[config.mk]
export PLATFORM = sky130hd
export DESIGN_NAME = simon_seq_store
export DESIGN_NICKNAME = d
export VERILOG_FILES = /design/src/rtl/simon_seq_store.sv
export SDC_FILE = /design/constraint.sdc
export NUM_CORES = 1
export LEC_CHECK = 0
export BUFFER_PORTS_ARGS = -buffer_cell sky130_fd_sc_hd__buf_4
export CORE_ASPECT_RATIO = 0.9
export CORE_MARGIN = 1.5
export CORE_UTILIZATION = 55
export DETAILED_ROUTE_END_ITERATION = 12
export GPL_TIMING_DRIVEN = 0
export PLACE_DENSITY = 0.75
export SYNTH_ARGS = -nofsm -noshare
export SYNTH_HDL_FRONTEND = slang
export SYNTH_SLANG_ARGS = --single-unit
[constraint.sdc]
create_clock -name clock -period 4.3 [get_ports clock]
set_input_delay 0.215 -clock clock [delete_from_list [all_inputs] [get_ports clock]]
set_output_delay 0.215 -clock clock [all_outputs]
set_load 0.1 [all_outputs]
[src/rtl/simon_seq_store.sv]
// Simon Says sequence store: append symbols, replay them over valid/ready,
// then check the player's presses in order against the stored sequence.
module simon_seq_store #(
   parameter int SYM_W = 2,
   parameter int DEPTH = 16,
   localparam int AW = $clog2(DEPTH)
) (
   input  logic             clock,
   input  logic             reset,
   input  logic             clear,
   input  logic             append,
   input  logic [SYM_W-1:0] append_sym,
   output logic             append_err,
   input  logic             play_start,
   output logic             play_valid,
   output logic [SYM_W-1:0] play_sym,
   input  logic             play_ready,
   output logic             play_done,
   input  logic             chk_valid,
   input  logic [SYM_W-1:0] chk_sym,
   output logic             chk_match,
   output logic             chk_fail,
   output logic             chk_round_ok,
   output logic [AW:0]      length,
   output logic             full,
   output logic             busy
);

   localparam logic [AW:0] DEPTH_V = DEPTH[AW:0];

   typedef enum logic [1:0] {S_IDLE, S_PLAY, S_CHECK} state_t;

   state_t           state_q, state_d;
   logic [AW:0]      length_q, length_d;
   logic [AW-1:0]    idx_q, idx_d;
   logic [SYM_W-1:0] mem_q [DEPTH];
   logic             wr_en;
   logic             idx_last;
   logic             append_err_q, append_err_d;
   logic             play_done_q, play_done_d;
   logic             chk_match_q, chk_match_d;
   logic             chk_fail_q, chk_fail_d;
   logic             chk_round_ok_q, chk_round_ok_d;

   always_ff @(posedge clock or posedge reset) begin
      if (reset) begin
         state_q        <= S_IDLE;
         length_q       <= '0;
         idx_q          <= '0;
         append_err_q   <= 1'b0;
         play_done_q    <= 1'b0;
         chk_match_q    <= 1'b0;
         chk_fail_q     <= 1'b0;
         chk_round_ok_q <= 1'b0;
      end else begin
         state_q        <= state_d;
         length_q       <= length_d;
         idx_q          <= idx_d;
         append_err_q   <= append_err_d;
         play_done_q    <= play_done_d;
         chk_match_q    <= chk_match_d;
         chk_fail_q     <= chk_fail_d;
         chk_round_ok_q <= chk_round_ok_d;
      end
   end

   // Contents are deliberately not reset; length_q alone qualifies them.
   always_ff @(posedge clock) begin
      if (wr_en) begin
         mem_q[length_q[AW-1:0]] <= append_sym;
      end
   end

   always_comb begin
      state_d        = state_q;
      length_d       = length_q;
      idx_d          = idx_q;
      wr_en          = 1'b0;
      append_err_d   = 1'b0;
      play_done_d    = 1'b0;
      chk_match_d    = 1'b0;
      chk_fail_d     = 1'b0;
      chk_round_ok_d = 1'b0;
      idx_last       = ({1'b0, idx_q} == (length_q - 1'b1));
      if (clear) begin
         state_d  = S_IDLE;
         length_d = '0;
         idx_d    = '0;
      end else begin
         unique case (state_q)
            S_IDLE: begin
               if (append) begin
                  if (length_q < DEPTH_V) begin
                     wr_en    = 1'b1;
                     length_d = length_q + 1'b1;
                  end else begin
                     append_err_d = 1'b1;
                  end
               end
               // Uses length_d so a same-cycle append is included in the replay.
               if (play_start) begin
                  if (length_d != '0) begin
                     state_d = S_PLAY;
                     idx_d   = '0;
                  end else begin
                     play_done_d = 1'b1;
                  end
               end
            end
            S_PLAY: begin
               append_err_d = append;
               if (play_ready) begin
                  if (idx_last) begin
                     play_done_d = 1'b1;
                     idx_d       = '0;
                     state_d     = S_CHECK;
                  end else begin
                     idx_d = idx_q + 1'b1;
                  end
               end
            end
            S_CHECK: begin
               append_err_d = append;
               if (chk_valid) begin
                  if (chk_sym == mem_q[idx_q]) begin
                     chk_match_d = 1'b1;
                     if (idx_last) begin
                        chk_round_ok_d = 1'b1;
                        idx_d          = '0;
                        state_d        = S_IDLE;
                     end else begin
                        idx_d = idx_q + 1'b1;
                     end
                  end else begin
                     chk_fail_d = 1'b1;
                     idx_d      = '0;
                     state_d    = S_IDLE;
                  end
               end
            end
            default: state_d = S_IDLE;
         endcase
      end
   end

   always_comb begin
      play_valid   = (state_q == S_PLAY);
      play_sym     = play_valid ? mem_q[idx_q] : '0;
      busy         = (state_q != S_IDLE);
      full         = (length_q == DEPTH_V);
      length       = length_q;
      append_err   = append_err_q;
      play_done    = play_done_q;
      chk_match    = chk_match_q;
      chk_fail     = chk_fail_q;
      chk_round_ok = chk_round_ok_q;
   end

endmodule

==> results.json <==
{
  "overflow": 0,
  "wl_um": 5140,
  "clock_latency_ns": 0.31,
  "start_util_pct": 56.9,
  "cts_setup_buffers": 0,
  "grt_busiest_layer": "met2",
  "synthMuxAreaShare_pct": 9.98,
  "post-route-util_pct": 65.6,
  "grt_pass1_vias": 1638,
  "drive_gt1_share_pct": 22.4,
  "placed_area_um2": 2770,
  "finalSetupViolations": 0,
  "synth_edf_count": 32,
  "period_minus_slack_ns": 2.75,
  "hold_slack_ns": -0.0173,
  "root_buffer": "clkbuf_8",
  "arrival_ns": 2.94,
  "core_um2": 4400,
  "total_power_w": 0.00127,
  "met2_usage_pct": 34.9,
  "viasPerCell": 5.72,
  "yosys_warnings": 0,
  "synth_nets": 225,
  "clock_skew_ns": 0.00731,
  "postCtsHoldBufs": 0,
  "globalplace.congestion": 0.846,
  "grtUsageMet3_pct": 4.69,
  "status": "finished with violations",
  "syn_inst": 204,
  "tightest_slew_ns": 0.649,
  "p_leak_nw": 1.12,
  "crit_buf_inv": 1,
  "hold_viol": 16,
  "first_pass_iters": 4,
  "crit_required_ns": 4.49,
  "violations": "hold timing",
  "synth_xor_area_share_pct": 3.49,
  "slowest_delay_ns": 0.50,
  "ys_seq_elements": 48,
  "irDropWorstVdd_mv": 0.333,
  "cts.path.max_buffers": 2,
  "antenna_found_initial": 0,
  "endpoint_kind": "register",
  "avgSynthCellArea_um2": 12.3,
  "crit_path_start_kind": "register",
  "nFillCells": 344,
  "grt_max_degree": 17,
  "path_cells": "inv_2, ha_1, nand3b_1, a211o_1, o41ai_1, a221o_1, nor4bb_1, o21ai_0, o311ai_2",
  "vias": 1710,
  "final_design_area_no_fill_um2": 2890,
  "synthDistinctLibCells": 50,
  "final-seq-area_um2": 1360,
  "synth_top_family_by_area": "simple AND/OR/NAND/NOR gates",
  "drt_iter0_markers": 141,
  "slew_headroom_pct": 56.7,
  "postRouteAntennaNets": 0,
  "route.detailed.drc": 0,
  "syn-cell-area_um2": 2510,
  "crit_type": "register to register",
  "grt_use_total_pct": 23.3,
  "max_clock_freq_mhz": 363,
  "die-area_um2": 4970,
  "die_w_um": 74.2,
  "fin_crit_sh_pct": 64.0,
  "grt_pass1_wl_um": 8220,
  "clock_sinks": 48,
  "fin_setup_tns_ns": 0,
  "htreeDepth": 2,
  "slowest_stage": "dfrtp_1",
  "critical-path-top-delay-family": "compound AO/OA/AOI/OAI gates",
  "dp_hpwl_um": 3710,
  "num_rows": 23,
  "io_buffers": 25,
  "powerDensity_nw_per_um2": 441,
  "hp-class": "input pin to asynchronous set/reset pin",
  "yosys.area_share.simple_pct": 15.1,
  "critPathMaxFanout": 8,
  "die_y_um": 67.1,
  "groute.layer.met1.usage_pct": 32.8,
  "rsz0062_at_grt": "no",
  "final_max_slew_viol_count": 0,
  "ys.flop_type": "edfxtp_1",
  "cts_resized": 0,
  "cts_buffers": 5,
  "yosysSeqAreaShare_pct": 54.3,
  "ioPinCount": 26,
  "synth-compound-area-share_pct": 8.78,
  "max-cap-violations": 0,
  "synthArstFlopShare_pct": 33.3,
  "cts_tree": "done",
  "multi_input_area_um2": 1060,
  "area_growth_pct": 15.2,
  "yosys.area_share.adder_pct": 4.99,
  "num_antenna_cells": 0,
  "path_clk_slew_ns": 0.09,
  "nets": 257,
  "wire_per_inst_um": 17.2
}
through the flow:
stage,worst slack [ns],instances
finish,1.55,299
global route,1.38,299
CTS,1.57,299
detailed placement,1.63,291
global placement,1.63,291
floorplan,1.17,204
Yosys cell counts (2+ instances only):
library cell	n	area (um^2)
mux4_2	6	135
mux4_1	2	52.6
nand2_1	18	67.6
edfxtp_1	32	961
nor3b_1	2	15.0
buf_2	2	10.0
or3_1	2	12.5
xor2_1	7	61.3
ha_1	10	125
and3_1	3	18.8
nand3_1	7	35.0
o21ai_1	4	20.0
mux2i_1	4	40.0
nor2_1	23	86.3
inv_1	9	33.8
xnor2_1	3	26.3
nand3_2	2	20.0
inv_2	2	7.51
dfrtp_1	16	400
nor3_1	3	15.0
nor2b_1	2	12.5
a21oi_1	10	50.1
nand3b_1	4	30.0
clkbuf_1	4	15.0
nor4_1	2	12.5
cell families after synthesis:
family / after synthesis
xor gates and xnor gates: 10
adders and majority gates: 10
DFF: 48
muxes: 13
and+or+nand+nor: 75
AOI/OAI and AO/OA: 29
buffers and inverters: 19
where the power goes:
part           internal, W  switching, W
Clock             0.000175      0.000165
Combinational     0.000119      0.000285
Sequential        0.000509     0.0000199
Total             0.000803      0.000470
layer usage:
layer	vias up	part of all wire, %
met4	0	1.5
met1	852	47
met3	6	3.4
li1	815	-
met2	37	48
met5	-	0
final timing paths:
check,slack (ns),to,cells past startpoint,start
max,1.55,idx_q[2],9,length[0]
min,-0.02,idx_q[0],2,reset
max reg2reg,1.55,idx_q[2],9,length[0]
min reg2reg,0.60,state_q[0],2,state_q[0]
max in group asynchronous,3.90,append_err,2,reset
min in group clock,0.17,play_done,3,play_start
registers in the layout (all words and copies together), names as in the netlist:
signal and cells:
chk_round_ok 1, idx_q 4, length 5, play_done 1, mem_q 32, chk_fail 1
chk_match 1, append_err 1, state_q 2
cell usage in the layout, fill, tap and decap left out, types with 5 or more instances in the layout:
cell type / instances
nand3_1: 7
mux4_2: 6
dfrtp_1: 16
a21oi_1: 10
inv_1: 9
edfxtp_1: 32
buf_4: 26
nor2_1: 23
clkbuf_8: 5
xor2_1: 7
ha_1: 10
nand2_1: 18
cell type report:
| class | instances | area share [%] |
|---|---|---|
| Tap cell | 62 | 2.69 |
| Multi-Input combinational cell | 137 | 36.7 |
| Sequential cell | 48 | 47.1 |
| Inverter | 11 | 1.43 |
| Buffer | 8 | 1.52 |
| Clock buffer | 5 | 2.38 |
| Timing Repair Buffer | 25 | 6.50 |
| Clock inverter | 3 | 1.65 |
(Power assumes the default switching activity.)
